<file path="config.mk">
export PLATFORM = sky130hd
export DESIGN_NAME = imem_loader
export DESIGN_NICKNAME = d
export VERILOG_FILES = /design/src/rtl/imem_loader.sv
export SDC_FILE = /design/constraint.sdc
export NUM_CORES = 1
export LEC_CHECK = 0
export BUFFER_PORTS_ARGS = -buffer_cell sky130_fd_sc_hd__clkbuf_2
export CELL_PAD_IN_SITES_DETAIL_PLACEMENT = 1
export CELL_PAD_IN_SITES_GLOBAL_PLACEMENT = 2
export CORE_MARGIN = 2
export CORE_UTILIZATION = 32
export CTS_BUF_LIST = sky130_fd_sc_hd__clkbuf_2
export CTS_CLUSTER_SIZE = 40
export DETAILED_ROUTE_END_ITERATION = 8
export HOLD_SLACK_MARGIN = 0.12
export PLACE_DENSITY_LB_ADDON = 0.12
export SLEW_MARGIN = 5
export SYNTH_ARGS = -nofsm -noshare
export SYNTH_HDL_FRONTEND = slang
export SYNTH_SLANG_ARGS = --single-unit
</file>
<file path="constraint.sdc">
create_clock -name clock -period 2.1 [get_ports clock]
set_input_delay 0.63 -clock clock [delete_from_list [all_inputs] [get_ports clock]]
set_output_delay 0.63 -clock clock [all_outputs]
set_load 0.01 [all_outputs]
</file>
<file path="src/rtl/imem_loader.sv">
// Byte-stream instruction-memory loader: 16-bit big-endian word count, then N big-endian 32-bit words.
// Optional trailing XOR checksum byte when IMEM_LOADER_CHECKSUM_EN is defined.
module imem_loader #(
  parameter int AW = 6
) (
  input  logic          clock,
  input  logic          reset,
  input  logic          rx_valid,
  input  logic [7:0]    rx_data,
  output logic          rx_ready,
  output logic          wr_en,
  output logic [AW-1:0] wr_addr,
  output logic [31:0]   wr_data,
  output logic          cpu_resetn,
  output logic          busy,
  output logic          done,
  output logic          err
);

  localparam int DEPTH = 1 << AW;

`ifdef IMEM_LOADER_CHECKSUM_EN
  typedef enum logic [2:0] {
    LEN_HI = 3'd0,
    LEN_LO = 3'd1,
    DATA   = 3'd2,
    CHK    = 3'd3,
    DONE   = 3'd4,
    ERR    = 3'd5
  } state_t;
`else
  typedef enum logic [2:0] {
    LEN_HI = 3'd0,
    LEN_LO = 3'd1,
    DATA   = 3'd2,
    DONE   = 3'd4,
    ERR    = 3'd5
  } state_t;
`endif

  state_t        state_r;
  logic [7:0]    len_hi_r;
  logic [AW:0]   num_words_r;
  logic [AW:0]   word_idx_r;
  logic [1:0]    byte_cnt_r;
  logic [23:0]   shift_r;
  logic          rx_ready_r;
  logic          wr_en_r;
  logic [AW-1:0] wr_addr_r;
  logic [31:0]   wr_data_r;
  logic          cpu_resetn_r;
  logic          busy_r;
  logic          done_r;
  logic          err_r;

`ifdef IMEM_LOADER_CHECKSUM_EN
  logic [7:0]    csum_r;

  function automatic logic [7:0] csum_next(input logic [7:0] acc, input logic [7:0] b);
    return acc ^ b;
  endfunction
`endif

  logic          accept_s;
  logic [15:0]   len_s;
  logic          len_too_big_s;
  logic          last_word_s;
  logic [31:0]   word_s;

  // Per-byte decode of the incoming stream against the current state.
  always_comb begin
    accept_s      = rx_valid & rx_ready_r;
    len_s         = {len_hi_r, rx_data};
    len_too_big_s = ({16'd0, len_s} > 32'(DEPTH));
    last_word_s   = ((word_idx_r + {{AW{1'b0}}, 1'b1}) == num_words_r);
    word_s        = {shift_r, rx_data};
  end

  // Loader FSM; every output is registered and updated on the same edge as the state.
  always_ff @(posedge clock) begin
    if (reset) begin
      state_r      <= LEN_HI;
      len_hi_r     <= 8'd0;
      num_words_r  <= '0;
      word_idx_r   <= '0;
      byte_cnt_r   <= 2'd0;
      shift_r      <= 24'd0;
      rx_ready_r   <= 1'b0;
      wr_en_r      <= 1'b0;
      wr_addr_r    <= '0;
      wr_data_r    <= 32'd0;
      cpu_resetn_r <= 1'b0;
      busy_r       <= 1'b1;
      done_r       <= 1'b0;
      err_r        <= 1'b0;
`ifdef IMEM_LOADER_CHECKSUM_EN
      csum_r       <= 8'd0;
`endif
    end else begin
      wr_en_r      <= 1'b0;
      cpu_resetn_r <= (state_r == DONE);
      rx_ready_r   <= (state_r != DONE) && (state_r != ERR);
      case (state_r)
        LEN_HI: begin
          if (accept_s) begin
            len_hi_r <= rx_data;
            state_r  <= LEN_LO;
          end
        end
        LEN_LO: begin
          if (accept_s) begin
            num_words_r <= len_s[AW:0];
            if (len_too_big_s) begin
              state_r    <= ERR;
              rx_ready_r <= 1'b0;
              busy_r     <= 1'b0;
              err_r      <= 1'b1;
            end else if (len_s == 16'd0) begin
`ifdef IMEM_LOADER_CHECKSUM_EN
              state_r    <= CHK;
`else
              state_r    <= DONE;
              rx_ready_r <= 1'b0;
              busy_r     <= 1'b0;
              done_r     <= 1'b1;
`endif
            end else begin
              state_r <= DATA;
            end
          end
        end
        DATA: begin
          if (accept_s) begin
`ifdef IMEM_LOADER_CHECKSUM_EN
            csum_r <= csum_next(csum_r, rx_data);
`endif
            if (byte_cnt_r == 2'd3) begin
              wr_en_r    <= 1'b1;
              wr_data_r  <= word_s;
              wr_addr_r  <= word_idx_r[AW-1:0];
              word_idx_r <= word_idx_r + {{AW{1'b0}}, 1'b1};
              byte_cnt_r <= 2'd0;
              shift_r    <= 24'd0;
              if (last_word_s) begin
`ifdef IMEM_LOADER_CHECKSUM_EN
                state_r    <= CHK;
`else
                state_r    <= DONE;
                rx_ready_r <= 1'b0;
                busy_r     <= 1'b0;
                done_r     <= 1'b1;
`endif
              end
            end else begin
              shift_r    <= {shift_r[15:0], rx_data};
              byte_cnt_r <= byte_cnt_r + 2'd1;
            end
          end
        end
`ifdef IMEM_LOADER_CHECKSUM_EN
        CHK: begin
          if (accept_s) begin
            rx_ready_r <= 1'b0;
            busy_r     <= 1'b0;
            if (rx_data == csum_r) begin
              state_r <= DONE;
              done_r  <= 1'b1;
            end else begin
              state_r <= ERR;
              err_r   <= 1'b1;
            end
          end
        end
`endif
        DONE: begin
          state_r <= DONE;
        end
        ERR: begin
          state_r <= ERR;
        end
        default: begin
          state_r    <= ERR;
          rx_ready_r <= 1'b0;
          busy_r     <= 1'b0;
          done_r     <= 1'b0;
          err_r      <= 1'b1;
        end
      endcase
    end
  end

  assign rx_ready   = rx_ready_r;
  assign wr_en      = wr_en_r;
  assign wr_addr    = wr_addr_r;
  assign wr_data    = wr_data_r;
  assign cpu_resetn = cpu_resetn_r;
  assign busy       = busy_r;
  assign done       = done_r;
  assign err        = err_r;

endmodule

</file>
Word level (Yosys, flattened, before mapping)

Cells that the tools add are included.

Register bits: 95
Bits of input ports: 11
Output and inout bits: 44
Logic and storage cells: 88

Add/subtract/negate cells: 2
$lt $le $gt $ge: 1
Equal/unequal tests: 17
Muxes and demuxes: 35
Bitwise operators: 5
Reductions and logical operators: 14

Operators with widths:

| operator                                                               | number |
|---|---|
| 24-bit two-way mux                                                     | 1 |
| 1-bit two-way mux                                                      | 21 |
| 3-bit two-way mux                                                      | 7 |
| 16-bit by 7-bit > comparator with 1-bit output (second input constant) | 1 |
| 16-bit zero test                                                       | 1 |
| 2-bit inequality test (second input constant)                          | 8 |
| 3-bit case mux with 4 select lines                                     | 1 |
| 3-bit inequality test (second input constant)                          | 3 |
| 1-bit case mux with 3 select lines                                     | 3 |
| 7-bit by 1-bit adder with 7-bit output (second input constant)         | 1 |
| 7-bit equality test                                                    | 1 |
| 7-bit AND reduction                                                    | 1 |
| 3-bit equality test (second input constant)                            | 2 |
| 2-bit AND reduction                                                    | 3 |
| 3-bit AND reduction                                                    | 2 |
| 6-bit AND reduction                                                    | 1 |
| 3-bit OR reduction                                                     | 2 |
| 5-bit AND reduction                                                    | 1 |
| 1-bit NOT                                                              | 4 |
| 4-bit OR reduction                                                     | 1 |
| 3-bit by 1-bit equality test with 1-bit output (second input constant) | 1 |
| 3-bit by 2-bit equality test with 1-bit output (second input constant) | 1 |
| 3-bit zero test                                                        | 1 |
| 2-bit by 1-bit adder with 2-bit output (second input constant)         | 1 |
| other kinds (5)                                                        | 5 |

Longest topological paths before layout

Depth after elaboration: 6
Mapped depth: 8

Worst setup path before layout

No wires, ideal clock.

Path kind: input-to-reg
Start: input rx_data[0]
End: register state_r[1]
Data arrival time: 1.987 ns
Required time: 2.009 ns
Slack: 0.022 ns
Cell stages on the path: 5
Buffers on the path: 0
Cell sequence: or4_1 > or3_1 > xor2_1 > nand2_1 > a311oi_1

Longest elaborated chain between the ends: 5

RTL lines:

| what                                                                                                   | RTL line | RTL |
|---|---|---|
| start, declared                                                                                        | 9        | `input logic [7:0] rx_data,` |
| parallel branches: the longest is 2 deep, another holds 16-bit by 7-bit > comparator with 1-bit output | n/a      |  |
| 3-bit two-way mux *                                                                                    | 113      | `if (len_too_big_s) begin` |
| 3-bit two-way mux *                                                                                    | 111      | `if (accept_s) begin` |
| 3-bit case mux with 4 select lines *                                                                   | 103      | `case (state_r)` |
| end signal, assigned                                                                                   | 107      | `state_r <= LEN_LO;` |
| end signal, assigned                                                                                   | 114      | `state_r <= ERR;` |
| end signal, assigned                                                                                   | 122      | `state_r <= DONE;` |
| end, declared                                                                                          | 41       | `state_t state_r;` |

Mark *: on every way between the ends. The select of a mux whose other input is x is not followed.
A chain may end at the register's enable or synchronous reset.

Worst setup path after layout

Start: register word_idx_r[0]
End: register done_r, in the netlist done

Longest elaborated chain between the ends: 4

RTL lines:

| what                                   | RTL line | RTL |
|---|---|---|
| start, declared                        | 44       | `logic [AW:0] word_idx_r;` |
| start signal, assigned                 | 141      | `word_idx_r <= word_idx_r + {{AW{1'b0}}, 1'b1};` |
| 7-bit by 1-bit adder with 7-bit output | 75       | `last_word_s = ((word_idx_r + {{AW{1'b0}}, 1'b1}) == num_words_r);` |
| 7-bit equality test                    | 75       |  |
| 2-bit inequality test (no source line) | n/a      |  |
| 7-bit AND reduction (no source line)   | n/a      |  |
| end signal, assigned                   | 94       | `done_r <= 1'b0;` |
| end signal, assigned                   | 125      | `done_r <= 1'b1;` |
| end signal, assigned                   | 151      | `done_r <= 1'b1;` |
| end, declared                          | 53       | `logic done_r;` |

No other way between the ends.

==> reports/results.txt <==
outcome = complete, no violations
Design Area, Final = 0.00442 mm²
antenna violations before repair = 0
synthesized area = 0.00383 mm²
setup slack after layout = 0.162 ns
PortBufs = 54
Critical R2R Capture = done
Post-synth EDFFs = 0
Core Util, Final = 0.382
Main synth FF type = dfxtp_1
CTS Buffer Depth = 2
fmax = 516 MHz
pin count of the biggest net entering global routing = 52
final period utilization = 0.923
Rel. slew slack = 0.655
main combinational cell family by area after synthesis = simple AND/OR/NAND/NOR gates
Worst setup EP type = register
vias in the first global route = 3242
worst-skew pair later-pin latency = 0.58 ns
CTS Root Cell = clkbuf_2
Compound-Gate Fraction of Synth Area = 0.128
area leader, netlist = dfxtp_1
Data arrival, critical path = 2.47 ns
Hold Path Class = input pin to register
sequential-to-total area share from yosys stat = 0.497
crit-path max FO = 5
gr usage total = 0.160
Sum Neg Setup Slack = 0 ns
Fin. Hold Viols = 0
fraction of layout cells with a size suffix above 1 = 0.197
Initial Utilization = 0.331
Horiz. Die Dim = 113 µm
first-pass GRT wire length = 16400 µm
Die Height = 113 µm
most frequent cells in the layout = 95 x dfxtp_1, 84 x nand2_1, 71 x a21oi_1
total CTS buffers = 9
FF+latch count, synth = 95
# DRC = 0
post-route ant nets = 0
Worst Setup SP = word_idx_r[0]
Num Clock Sinks = 95
area fraction of the dominant cell type after synthesis = 0.497
critical path's slowest cell = or4_4
post-synth cell types = 44
Crit path depth = 5
Post-Synthesis Cells = 451
Final HPWL DP = 6870 µm
total power = 0.00302 W
IO Pins = 55
commonest non-fill, non-tap cell in the layout = dfxtp_1
Tightest Pin Transition = 0.515 ns
area grow syn2layout = 15.5%
Clock transition at path regs = 0.24 ns
reg2reg setup slack = 0.16 ns
initial detailed-routing violation count = 120
Max Cap Viol = 0
worst path required time = 2.63 ns
Synth Area in Adders = 0.00654
simple-gate share of the synthesized area = 0.243
mux contribution to synthesized area = 0.0448
pre-CTS WS = -0.256 ns
Filler Cell Count = 1413
R2R depth = 5
cells along the critical path = and4_4 > a21boi_2 > or4_4 > a41oi_2 > a32o_1
row count = 39
nets = 517
Worst IR Drop VDD = 0.394 mV
Remaining Overflow, GRT = 0
cts hold-fix bufs = 0
Post-DP Area = 0.00434 mm²
Critical Path Start Type = register
post-synthesis average cell area = 8.49 µm²
GPL Wtd Cong = 0.777
delay-heaviest family, CP = simple AND/OR/NAND/NOR gates
ANT cells = 0
CP Class = register to register
Vias = 3246
Multi-input gate area = 0.00177 mm²
DRT Pass-1 Iters = 4
FF/Latch Area = 0.00190 mm²
CP Buf/Inv Count = 0
min cycle time layout = 1.94 ns
post-CTS sizing = 0
asr flop ratio synth = 0
Syn. warnings = 0
DIE AREA = 0.0129 mm²
Syn Nets = 464
Worst Skew = 0.0250 ns
Leakage = 1.70 nW
post-CTS setup buffers = 0
CTS tree = yes
Max Slew Vio Count = 0
core area = 0.0116 mm²
H-tree levels = 3
RSZ-0062 raised after global routing = false
drt wl/cell = 15.0 µm
crit-path max cell delay = 0.52 ns
final count of negative-setup-slack endpoints = 0
PwrDens = 684 mW/mm²
Via-to-Cell Ratio = 4.99
reg-to-reg startpoint = word_idx_r[0]
Synth area leaders = dfxtp_1 50%, a21oi_1 9.3%, nand2_1 8.2%, nor2_1 5.6%, nor3b_1 4.9%
xor/xnor share of the synthesized area = 0.0389
CP Capture Point = done
WL final = 9770 µm
cells by family after synthesis:
logic type / Yosys count
AO/OA/AOI/OAI: 88
buffers and inverters: 37
adder cells (fa/ha/maj): 2
XOR/XNOR: 17
multiplexers: 17
flip-flops: 95
AND/OR/NAND/NOR: 195
worst min-delay path: stages:
cell,delay [ns]
clkbuf_2,0.12
nand2_1,0.06
a21oi_1,0.05
sequential cells by signal, indices dropped and copies added (netlist names):
| register | flops |
|---|---|
| len_hi_r | 8 |
| busy | 1 |
| byte_cnt_r | 2 |
| wr_data | 32 |
| rx_ready | 1 |
| err | 1 |
| wr_en | 1 |
| state_r | 3 |
| num_words_r | 7 |
| done | 1 |
| cpu_resetn | 1 |
| shift_r | 24 |
| word_idx_r | 7 |
| wr_addr | 6 |
how the worst min path moves through the flow:
| stage | slack [ns] | startpoint | depth (start not counted) | end |
|---|---|---|---|---|
| detailed placement | 0.45 | wr_data[30] | 2 | wr_data[30] |
| floorplan | 0.43 | shift_r[16] | 2 | wr_data[24] |
| global placement | 0.44 | wr_data[7] | 2 | wr_data[7] |
| CTS | 0.24 | rx_data[7] | 3 | wr_data[7] |
| finish | 0.33 | rx_data[7] | 3 | wr_data[7] |
| global route | 0.25 | rx_data[7] | 3 | wr_data[7] |
layout make-up:
type / count / area share
Tap cell: 143 / 0.0405
Inverter: 2 / 0.00170
Multi-Input combinational cell: 319 / 0.400
Timing Repair Buffer: 77 / 0.109
Clock buffer: 9 / 0.0102
Clock inverter: 6 / 0.00849
Sequential cell: 95 / 0.430
cell usage after synthesis, drive strengths merged, types with 4 or more instances:
| library cell | number |
|---|---|
| o21ai | 4 |
| a21oi | 71 |
| clkbuf | 28 |
| xnor2 | 10 |
| xor2 | 7 |
| mux2i | 16 |
| nand3 | 4 |
| nor3 | 6 |
| nand2 | 84 |
| nor3b | 25 |
| nor2 | 57 |
| buf | 7 |
| dfxtp | 95 |
through the flow:
step / hold WS [ns] / std cells
final: 0.327 / 651
after global routing: 0.248 / 651
after CTS: 0.239 / 651
after detailed placement: 0.448 / 636
after global placement: 0.444 / 636
after floorplan: 0.432 / 451
layer usage:
layer  up-vias  GRT usage  wire [µm]
li1       1619          -          -
met1      1570      0.212       4830
met2        52      0.256       4520
met3         5     0.0482        338
met4         0     0.0390         89
met5         -          0          0
power by group:
group          switching (W)  leakage (nW)  internal, W  total [W]
Clock               0.000619        0.0516     0.000145   0.000764
Sequential         0.0000483         0.767      0.00185    0.00190
Combinational       0.000207         0.886     0.000152   0.000359
No activity file was read; power rests on OpenSTA's default activity.
